$ cat src/rtl/ym_bus_sched_if.sv
// Bundle of requester handshakes and YM2151 pad signals for ym_bus_sched.
// The slave modport is the scheduler; the master modport is the bus/pad side.
interface ym_bus_sched_if;
  logic       cpu_req;
  logic [7:0] cpu_reg;
  logic [7:0] cpu_val;
  logic       cpu_ack;
  logic       uart_req;
  logic [7:0] uart_reg;
  logic [7:0] uart_val;
  logic       uart_ack;
  logic       fifo_full;
  logic       idle;
  logic [7:0] ym_d_o;
  logic [7:0] ym_d_i;
  logic       ym_d_oe;
  logic       ym_a0;
  logic       ym_cs_n;
  logic       ym_wr_n;
  logic       ym_rd_n;
  logic       dir;
  logic       poll_tmo;
  logic       poll_tmo_clr;

  modport slave (
    input  cpu_req, cpu_reg, cpu_val, uart_req, uart_reg, uart_val, ym_d_i, poll_tmo_clr,
    output cpu_ack, uart_ack, fifo_full, idle, ym_d_o, ym_d_oe, ym_a0, ym_cs_n, ym_wr_n,
           ym_rd_n, dir, poll_tmo
  );

  modport master (
    output cpu_req, cpu_reg, cpu_val, uart_req, uart_reg, uart_val, ym_d_i, poll_tmo_clr,
    input  cpu_ack, uart_ack, fifo_full, idle, ym_d_o, ym_d_oe, ym_a0, ym_cs_n, ym_wr_n,
           ym_rd_n, dir, poll_tmo
  );
endinterface

$ cat src/rtl/ym_bus_sched.sv
// Queues YM2151 register writes from CPU and UART requesters and plays each one
// out on the chip pins as busy poll, address write, data write.
//  state     | meaning
//  IDLE      | wait for a queued entry
//  P_*       | status read (setup / rd strobe / hold), repeated while busy
//  A_*       | address write, A0=0
//  D_*       | data write, A0=1; entry popped at end of D_HOLD
module ym_bus_sched #(
  parameter int FIFO_AW  = 4,
  parameter int T_SETUP  = 2,
  parameter int T_PULSE  = 6,
  parameter int T_HOLD   = 2,
  parameter int POLL_MAX = 2048
) (
  input  logic          clk,
  input  logic          rst_n,
  ym_bus_sched_if.slave bus
);
  localparam int DEPTH = 1 << FIFO_AW;
  localparam int CW    = 16;
  localparam int PW    = $clog2(POLL_MAX + 1);
  localparam logic [FIFO_AW:0]   DEPTH_C  = (FIFO_AW+1)'(DEPTH);
  localparam logic [FIFO_AW:0]   CNT_ONE  = (FIFO_AW+1)'(1);
  localparam logic [FIFO_AW-1:0] PTR_ONE  = FIFO_AW'(1);
  localparam logic [CW-1:0]      SETUP_M1 = CW'(T_SETUP - 1);
  localparam logic [CW-1:0]      PULSE_M1 = CW'(T_PULSE - 1);
  localparam logic [CW-1:0]      HOLD_M1  = CW'(T_HOLD - 1);
  localparam logic [CW-1:0]      TMR_ONE  = CW'(1);
  localparam logic [PW-1:0]      PMAX_M1  = PW'(POLL_MAX - 1);
  localparam logic [PW-1:0]      POLL_ONE = PW'(1);

  typedef enum logic [3:0] {
    S_IDLE, S_P_SETUP, S_P_PULSE, S_P_HOLD,
    S_A_SETUP, S_A_PULSE, S_A_HOLD,
    S_D_SETUP, S_D_PULSE, S_D_HOLD
  } state_t;

  state_t             r_state, w_state_nxt;
  logic [CW-1:0]      r_cnt, w_cnt_nxt;
  logic [PW-1:0]      r_pcnt, w_pcnt_nxt;
  logic               r_busy, r_dir, r_tmo, r_idle, r_last_uart;
  logic [FIFO_AW-1:0] r_wptr, r_rptr;
  logic [FIFO_AW:0]   r_count, w_count_nxt;
  logic [15:0]        r_mem [DEPTH];

  logic        w_full, w_empty, w_space, w_push, w_pop;
  logic        w_cpu_gnt, w_uart_gnt, w_done, w_set_tmo, w_busy_cap;
  logic [15:0] w_push_data, w_head;
  logic        w_cs_n, w_rd_n, w_wr_n, w_a0;
  logic [7:0]  w_d_o;
  logic        w_unused;

  assign w_unused = ^bus.ym_d_i[6:0];

  assign w_full  = (r_count == DEPTH_C);
  assign w_empty = (r_count == '0);
  // A pop in the same cycle frees a slot, so a full queue can still accept.
  assign w_space    = !w_full || w_pop;
  assign w_cpu_gnt  = w_space && bus.cpu_req && (!bus.uart_req || r_last_uart);
  assign w_uart_gnt = w_space && bus.uart_req && !w_cpu_gnt;
  assign w_push     = w_cpu_gnt || w_uart_gnt;
  assign w_push_data = w_cpu_gnt ? {bus.cpu_reg, bus.cpu_val} : {bus.uart_reg, bus.uart_val};
  assign w_head      = r_mem[r_rptr];
  assign w_done      = (r_cnt == '0);

  always_comb begin
    w_count_nxt = r_count;
    unique case ({w_push, w_pop})
      2'b10:   w_count_nxt = r_count + CNT_ONE;
      2'b01:   w_count_nxt = r_count - CNT_ONE;
      default: w_count_nxt = r_count;
    endcase
  end

  always_comb begin
    w_state_nxt = r_state;
    w_cnt_nxt   = r_cnt;
    w_pcnt_nxt  = r_pcnt;
    w_pop       = 1'b0;
    w_set_tmo   = 1'b0;
    w_busy_cap  = 1'b0;
    if (r_state != S_IDLE && !w_done) w_cnt_nxt = r_cnt - TMR_ONE;
    unique case (r_state)
      S_IDLE: if (!w_empty) begin
        w_state_nxt = S_P_SETUP;
        w_cnt_nxt   = SETUP_M1;
        w_pcnt_nxt  = '0;
      end
      S_P_SETUP: if (w_done) begin w_state_nxt = S_P_PULSE; w_cnt_nxt = PULSE_M1; end
      S_P_PULSE: if (w_done) begin
        w_state_nxt = S_P_HOLD;
        w_cnt_nxt   = HOLD_M1;
        w_busy_cap  = 1'b1;
      end
      S_P_HOLD: if (w_done) begin
        w_cnt_nxt = SETUP_M1;
        if (r_busy && r_pcnt != PMAX_M1) begin
          w_state_nxt = S_P_SETUP;
          w_pcnt_nxt  = r_pcnt + POLL_ONE;
        end else begin
          w_state_nxt = S_A_SETUP;
          w_set_tmo   = r_busy;
        end
      end
      S_A_SETUP: if (w_done) begin w_state_nxt = S_A_PULSE; w_cnt_nxt = PULSE_M1; end
      S_A_PULSE: if (w_done) begin w_state_nxt = S_A_HOLD;  w_cnt_nxt = HOLD_M1;  end
      S_A_HOLD:  if (w_done) begin w_state_nxt = S_D_SETUP; w_cnt_nxt = SETUP_M1; end
      S_D_SETUP: if (w_done) begin w_state_nxt = S_D_PULSE; w_cnt_nxt = PULSE_M1; end
      S_D_PULSE: if (w_done) begin w_state_nxt = S_D_HOLD;  w_cnt_nxt = HOLD_M1;  end
      S_D_HOLD:  if (w_done) begin w_state_nxt = S_IDLE;    w_pop     = 1'b1;     end
      default:   w_state_nxt = S_IDLE;
    endcase
  end

  always_comb begin
    w_cs_n = 1'b1;
    w_rd_n = 1'b1;
    w_wr_n = 1'b1;
    w_a0   = 1'b0;
    w_d_o  = '0;
    unique case (r_state)
      S_P_SETUP, S_P_HOLD: w_a0 = 1'b1;
      S_P_PULSE: begin w_a0 = 1'b1; w_cs_n = 1'b0; w_rd_n = 1'b0; end
      S_A_SETUP, S_A_HOLD: w_d_o = w_head[15:8];
      S_A_PULSE: begin w_d_o = w_head[15:8]; w_cs_n = 1'b0; w_wr_n = 1'b0; end
      S_D_SETUP, S_D_HOLD: begin w_a0 = 1'b1; w_d_o = w_head[7:0]; end
      S_D_PULSE: begin w_a0 = 1'b1; w_d_o = w_head[7:0]; w_cs_n = 1'b0; w_wr_n = 1'b0; end
      default: ;
    endcase
  end

  always_ff @(posedge clk or negedge rst_n) begin
    if (!rst_n) begin
      r_state     <= S_IDLE;
      r_cnt       <= '0;
      r_pcnt      <= '0;
      r_busy      <= 1'b0;
      r_dir       <= 1'b1;
      r_tmo       <= 1'b0;
      r_idle      <= 1'b1;
      r_last_uart <= 1'b1;
      r_wptr      <= '0;
      r_rptr      <= '0;
      r_count     <= '0;
    end else begin
      r_state <= w_state_nxt;
      r_cnt   <= w_cnt_nxt;
      r_pcnt  <= w_pcnt_nxt;
      r_count <= w_count_nxt;
      r_idle  <= (w_count_nxt == '0) && (w_state_nxt == S_IDLE);
      if (w_busy_cap) r_busy <= bus.ym_d_i[7];
      // Direction only turns around on entry to a setup phase, never mid-strobe.
      if (w_state_nxt == S_P_SETUP)      r_dir <= 1'b1;
      else if (w_state_nxt == S_A_SETUP) r_dir <= 1'b0;
      if (w_set_tmo)             r_tmo <= 1'b1;
      else if (bus.poll_tmo_clr) r_tmo <= 1'b0;
      if (w_push) r_wptr <= r_wptr + PTR_ONE;
      if (w_pop)  r_rptr <= r_rptr + PTR_ONE;
      if (w_cpu_gnt)       r_last_uart <= 1'b0;
      else if (w_uart_gnt) r_last_uart <= 1'b1;
    end
  end

  always_ff @(posedge clk) begin
    if (w_push) r_mem[r_wptr] <= w_push_data;
  end

  assign bus.cpu_ack   = w_cpu_gnt;
  assign bus.uart_ack  = w_uart_gnt;
  assign bus.fifo_full = w_full;
  assign bus.idle      = r_idle;
  assign bus.ym_d_o    = w_d_o;
  assign bus.ym_d_oe   = !r_dir;
  assign bus.ym_a0     = w_a0;
  assign bus.ym_cs_n   = w_cs_n;
  assign bus.ym_wr_n   = w_wr_n;
  assign bus.ym_rd_n   = w_rd_n;
  assign bus.dir       = r_dir;
  assign bus.poll_tmo  = r_tmo;
endmodule
$ cat src/flat_wrapper.sv
// flat-port wrapper written by rule: the top's interface ports become plain ports
module ym_bus_sched_flat 
#(
  parameter int FIFO_AW  = 4,
  parameter int T_SETUP  = 2,
  parameter int T_PULSE  = 6,
  parameter int T_HOLD   = 2,
  parameter int POLL_MAX = 2048
)
  (clk, rst_n, bus_cpu_req, bus_cpu_reg, bus_cpu_val, bus_uart_req, bus_uart_reg, bus_uart_val, bus_ym_d_i, bus_poll_tmo_clr, bus_cpu_ack, bus_uart_ack, bus_fifo_full, bus_idle, bus_ym_d_o, bus_ym_d_oe, bus_ym_a0, bus_ym_cs_n, bus_ym_wr_n, bus_ym_rd_n, bus_dir, bus_poll_tmo);
  ym_bus_sched_if bus_i ();
  input  logic clk;
  input  logic rst_n;
  input wire logic [$bits(bus_i.cpu_req)-1:0] bus_cpu_req;
  input wire logic [$bits(bus_i.cpu_reg)-1:0] bus_cpu_reg;
  input wire logic [$bits(bus_i.cpu_val)-1:0] bus_cpu_val;
  input wire logic [$bits(bus_i.uart_req)-1:0] bus_uart_req;
  input wire logic [$bits(bus_i.uart_reg)-1:0] bus_uart_reg;
  input wire logic [$bits(bus_i.uart_val)-1:0] bus_uart_val;
  input wire logic [$bits(bus_i.ym_d_i)-1:0] bus_ym_d_i;
  input wire logic [$bits(bus_i.poll_tmo_clr)-1:0] bus_poll_tmo_clr;
  output wire logic [$bits(bus_i.cpu_ack)-1:0] bus_cpu_ack;
  output wire logic [$bits(bus_i.uart_ack)-1:0] bus_uart_ack;
  output wire logic [$bits(bus_i.fifo_full)-1:0] bus_fifo_full;
  output wire logic [$bits(bus_i.idle)-1:0] bus_idle;
  output wire logic [$bits(bus_i.ym_d_o)-1:0] bus_ym_d_o;
  output wire logic [$bits(bus_i.ym_d_oe)-1:0] bus_ym_d_oe;
  output wire logic [$bits(bus_i.ym_a0)-1:0] bus_ym_a0;
  output wire logic [$bits(bus_i.ym_cs_n)-1:0] bus_ym_cs_n;
  output wire logic [$bits(bus_i.ym_wr_n)-1:0] bus_ym_wr_n;
  output wire logic [$bits(bus_i.ym_rd_n)-1:0] bus_ym_rd_n;
  output wire logic [$bits(bus_i.dir)-1:0] bus_dir;
  output wire logic [$bits(bus_i.poll_tmo)-1:0] bus_poll_tmo;
  assign bus_i.cpu_req = bus_cpu_req;
  assign bus_i.cpu_reg = bus_cpu_reg;
  assign bus_i.cpu_val = bus_cpu_val;
  assign bus_i.uart_req = bus_uart_req;
  assign bus_i.uart_reg = bus_uart_reg;
  assign bus_i.uart_val = bus_uart_val;
  assign bus_i.ym_d_i = bus_ym_d_i;
  assign bus_i.poll_tmo_clr = bus_poll_tmo_clr;
  assign bus_cpu_ack = bus_i.cpu_ack;
  assign bus_uart_ack = bus_i.uart_ack;
  assign bus_fifo_full = bus_i.fifo_full;
  assign bus_idle = bus_i.idle;
  assign bus_ym_d_o = bus_i.ym_d_o;
  assign bus_ym_d_oe = bus_i.ym_d_oe;
  assign bus_ym_a0 = bus_i.ym_a0;
  assign bus_ym_cs_n = bus_i.ym_cs_n;
  assign bus_ym_wr_n = bus_i.ym_wr_n;
  assign bus_ym_rd_n = bus_i.ym_rd_n;
  assign bus_dir = bus_i.dir;
  assign bus_poll_tmo = bus_i.poll_tmo;
  ym_bus_sched #(.FIFO_AW(FIFO_AW), .T_SETUP(T_SETUP), .T_PULSE(T_PULSE), .T_HOLD(T_HOLD), .POLL_MAX(POLL_MAX)) u_core (.clk(clk), .rst_n(rst_n), .bus(bus_i));
endmodule
$ cat config.mk
export PLATFORM = sky130hd
export DESIGN_NAME = ym_bus_sched_flat
export DESIGN_NICKNAME = d
export VERILOG_FILES = /design/src/rtl/ym_bus_sched_if.sv /design/src/rtl/ym_bus_sched.sv /design/src/flat_wrapper.sv
export SDC_FILE = /design/constraint.sdc
export NUM_CORES = 1
export LEC_CHECK = 0
export BUFFER_PORTS_ARGS = -buffer_cell sky130_fd_sc_hd__buf_4
export CORE_MARGIN = 2
export CORE_UTILIZATION = 40
export CTS_CLUSTER_SIZE = 30
export DETAILED_ROUTE_END_ITERATION = 8
export MAX_ROUTING_LAYER = met4
export PLACE_DENSITY = 0.58
export SKIP_LAST_GASP = 1
export SLEW_MARGIN = 5
export SYNTH_ARGS = -nofsm -noshare
export SYNTH_HDL_FRONTEND = slang
export SYNTH_SLANG_ARGS = --single-unit
$ cat constraint.sdc
create_clock -name clk -period 11.31 [get_ports clk]
set_input_delay 2.262 -clock clk [delete_from_list [all_inputs] [get_ports clk]]
set_output_delay 2.262 -clock clk [all_outputs]
set_load 0.02 [all_outputs]
==> run summary <==
• **Synth Net Count** 829
• **min-delay worst type** flip-flop to flip-flop
• **main combinational cell family by area after synthesis** multiplexers
• **Layout fillers** 2776
• **total number of vias** 7006
• **Startpoint Class** flip-flop
• **final setup TNS** 0 ns
• **sequential area share after synthesis** 68.8%
• **required arrival time at the worst endpoint** 9.05 ns
• **standby leakage power** 5.07 nW
• **commonest cells after routing, fill and taps aside** 256 x sky130_fd_sc_hd__edfxtp_1, 74 x sky130_fd_sc_hd__buf_4, 56 x sky130_fd_sc_hd__mux4_2
• **hold path cells** 2
• **core area** 0.0318 sq mm
• **Crit Path Category** flip-flop to output port
• **share of the cycle needed by the critical path after routing** 54.7%
• **total of endpoints with negative setup slack in the final report** 0
• **#FFs+latches synth** 306
• **Yosys Warn Count** 0
• **number of distinct library cell variants in the gate-level netlist after synthesis** 61
• **Net count, final** 902
• **vias in the first global route** 7061
• **final global-route overflow total** 0
• **worst-case headroom to the max-slew limit** 25.8%
• **most common cell after layout, fill and taps aside** sky130_fd_sc_hd__edfxtp_1
• **peak supply drop** 0.140 mV
• **Gate Count Post-Synth** 774
• **H-tree levels** 2
• **share of async-settable or async-resettable flops after synthesis** 16.3%
• **Worst Max-Slew Pin Slew** 1.11 ns
• **adder-cell share of the synthesized area** 0.963%
• **area share of the leading cell type in the synthesized netlist** 59.2%
• **Post-Synthesis Cell Area** 0.0130 sq mm
• **endpoints failing hold** 0
• **TritonCTS buffer count** 34
• **Root Driver** sky130_fd_sc_hd__clkbuf_16
• **total clock sinks** 306
• **Max Transition Viols Final** 0
• **Post-route DRC** 0
• **wire length of the first global-routing pass** 42600 microns
• **number of top-level pins** 64
• **clock-pin slew on the worst setup and hold paths** 0.06 ns
• **antenna-violating nets left** 0
• **Post-Synth Simple-Gate Area** 6.95%
• **fraction of final layout cells sized beyond drive strength 1** 24.6%
• **number of synthesized flops with an enable pin** 256
• **minimum clock period after layout** 6.18 ns
• **placed wire-length estimate** 15900 microns
• **insertion delay to the later sink of the worst-skew pair** 0.51 ns
• **number of inserted diodes** 0
• **primary flip-flop cell chosen by synthesis mapping** sky130_fd_sc_hd__edfxtp_1
• **area of the die** 0.0339 sq mm
• **multiplexer area fraction after synthesis** 14.1%
• **TritonCTS clock tree** built
• **Mapped Avg Cell Area** 16.8 sq um
• **detail-routed net length per standard cell** 21.5 microns
• **die boundary height** 184 microns
• **Compound-Gate Fraction of Synth Area** 4.91%
• **global-route total usage across every layer** 17.6%
• **initial core utilization** 40.9%
• **Detailed Route WL** 28100 microns
• **Layout Skew** 0.0218 ns
• **pin count of the biggest net entering global routing** 54
• **cts hold-fix bufs** 0
• **outcome** completed
• **buffers inserted during post-CTS setup optimization** 0
• **final weighted congestion in routability-driven placement** 0.770
• **share of the synthesized netlist area taken by xor and xnor gates** 2.29%
• **Fmax** 0.162 GHz
• **most area-hungry cell type in the Yosys netlist** sky130_fd_sc_hd__edfxtp_1
• **standard-cell rows** 65
• **detailed router's first-iteration violation count** 499
• **Worst Path Arrival** 3.92 ns
• **Worst Reg2Reg Path Length in Cells** 16
• **count of port buffers added during placement** 56
• **number of detailed-routing iterations run before antenna repair** 4
• **die width** 184 microns
• **setup repair after global routing missed its margin** false
• **clock buffer depth** 3
• **top cells by area in the synthesized netlist** sky130_fd_sc_hd__edfxtp_1 59%, sky130_fd_sc_hd__mux4_2 9.7%, sky130_fd_sc_hd__dfrtp_1 9.1%, sky130_fd_sc_hd__mux2i_1 2.5%, sky130_fd_sc_hd__xnor2_1 1.4%
• **power per unit of standard cell area** 207 mW/mm^2
• **Fin Hold WS** 0.494 ns
• **Setup crit end kind** output port
• **max capacitance violation total** 0
• **average via count per standard cell** 5.37
• **cells resized by post-CTS repair** 0
• **critical path peak fanout** 49
• **initial antenna violation count** 0
• **Synth-to-Final Area Change** 15.3%
[synth_stat cells (2+ instances only)]
cell,n
sky130_fd_sc_hd__a21o_1,4
sky130_fd_sc_hd__a21oi_1,11
sky130_fd_sc_hd__a221oi_1,2
sky130_fd_sc_hd__a31oi_1,2
sky130_fd_sc_hd__and2_1,14
sky130_fd_sc_hd__and3_1,9
sky130_fd_sc_hd__buf_1,10
sky130_fd_sc_hd__buf_2,3
sky130_fd_sc_hd__buf_6,2
sky130_fd_sc_hd__clkbuf_1,21
sky130_fd_sc_hd__dfrtp_1,47
sky130_fd_sc_hd__dfstp_2,3
sky130_fd_sc_hd__edfxtp_1,256
sky130_fd_sc_hd__ha_1,10
sky130_fd_sc_hd__inv_1,23
sky130_fd_sc_hd__mux2_2,11
sky130_fd_sc_hd__mux2_4,8
sky130_fd_sc_hd__mux2i_1,32
sky130_fd_sc_hd__mux4_2,56
sky130_fd_sc_hd__nand2_1,23
sky130_fd_sc_hd__nand2b_1,3
sky130_fd_sc_hd__nand3_1,8
sky130_fd_sc_hd__nand4_1,3
sky130_fd_sc_hd__nor2_1,37
sky130_fd_sc_hd__nor2b_1,19
sky130_fd_sc_hd__nor3_1,15
sky130_fd_sc_hd__nor4_1,11
sky130_fd_sc_hd__o2111ai_1,2
sky130_fd_sc_hd__o211ai_1,5
sky130_fd_sc_hd__o21ai_0,16
sky130_fd_sc_hd__o21ai_1,2
sky130_fd_sc_hd__o221ai_1,9
sky130_fd_sc_hd__o22ai_1,18
sky130_fd_sc_hd__o31ai_1,3
sky130_fd_sc_hd__o32ai_1,9
sky130_fd_sc_hd__or2_2,3
sky130_fd_sc_hd__or3_1,3
sky130_fd_sc_hd__or4_1,6
sky130_fd_sc_hd__xnor2_1,21
sky130_fd_sc_hd__xor2_1,13
[report_power, final]
group / total, mW / switching [mW] / internal [mW]
Sequential: 1.55 / 0.100 / 1.45
Combinational: 0.499 / 0.314 / 0.185
Clock: 1.05 / 0.440 / 0.608
[metrics by stage]
stage	area [sq um]	util (%)	cells	worst slack [ns]	total power [mW]
4_1_cts	15000	47.1	1305	5.09	3.13
6_report	15000	47.1	1305	5.13	3.10
3_3_place_gp	13900	43.8	1246	5.45	2.07
5_1_grt	15000	47.1	1305	4.96	3.24
2_1_floorplan	13000	-	774	6.03	1.88
3_5_place_dp	13900	43.8	1246	5.46	2.08
[worst max-delay path, cell delays in order, from the launching register on]
cell,delay [ns]
sky130_fd_sc_hd__dfrtp_4,0.84
sky130_fd_sc_hd__buf_4,0.88
sky130_fd_sc_hd__mux4_2,0.61
sky130_fd_sc_hd__mux4_2,0.50
sky130_fd_sc_hd__inv_1,0.14
sky130_fd_sc_hd__o22ai_1,0.13
sky130_fd_sc_hd__buf_4,0.24
[state kept, by name, indices dropped and copies added, names as in the netlist]
name and cells:
u_core.bus.dir 1, u_core.bus.idle 1, u_core.bus.poll_tmo 1, u_core.r_busy 1
u_core.r_cnt 16, u_core.r_count 5, u_core.r_last_uart 1, u_core.r_mem 256
u_core.r_pcnt 12, u_core.r_rptr 4, u_core.r_state 4, u_core.r_wptr 4
[metal layers]
layer	GRT usage, %	vias to the layer above	part of all wire [%]
met4	4.93	0	2.2
met1	23.4	3593	44
li1	-	3210	-
met2	28.4	152	49
met5	-	-	0
met3	2.47	51	4.4
[worst paths after layout]
check | slack (ns) | end | start
worst max register to register | 6.55 | u_core.bus.idle | u_core.r_cnt[0]
max in group asynchronous | 9.03 | u_core.r_rptr[0] | rst_n
min in group asynchronous | 1.77 | u_core.r_pcnt[11] | rst_n
worst min register to register | 0.49 | u_core.r_last_uart | u_core.r_last_uart
worst max-delay path | 5.13 | bus_ym_d_o[4] | u_core.r_rptr[0]
worst min-delay path | 0.49 | u_core.r_last_uart | u_core.r_last_uart
[cell type report]
type	instances	area [sq um]	area share, %
Sequential cell	306	8950	59.7
Multi-Input combinational cell	408	3790	25.3
Clock buffer	39	880	5.87
Timing Repair Buffer	74	556	3.71
Tap cell	435	544	3.63
Clock inverter	20	175	1.17
Inverter	23	86.3	0.576
[kinds of logic after synthesis]
family / after synthesis
flops: 306
fa+ha+maj: 10
simple gates: 164
compound gates: 93
xor+xnor: 34
buf+inv: 60
mux: 107
(Power assumes the default switching activity.)
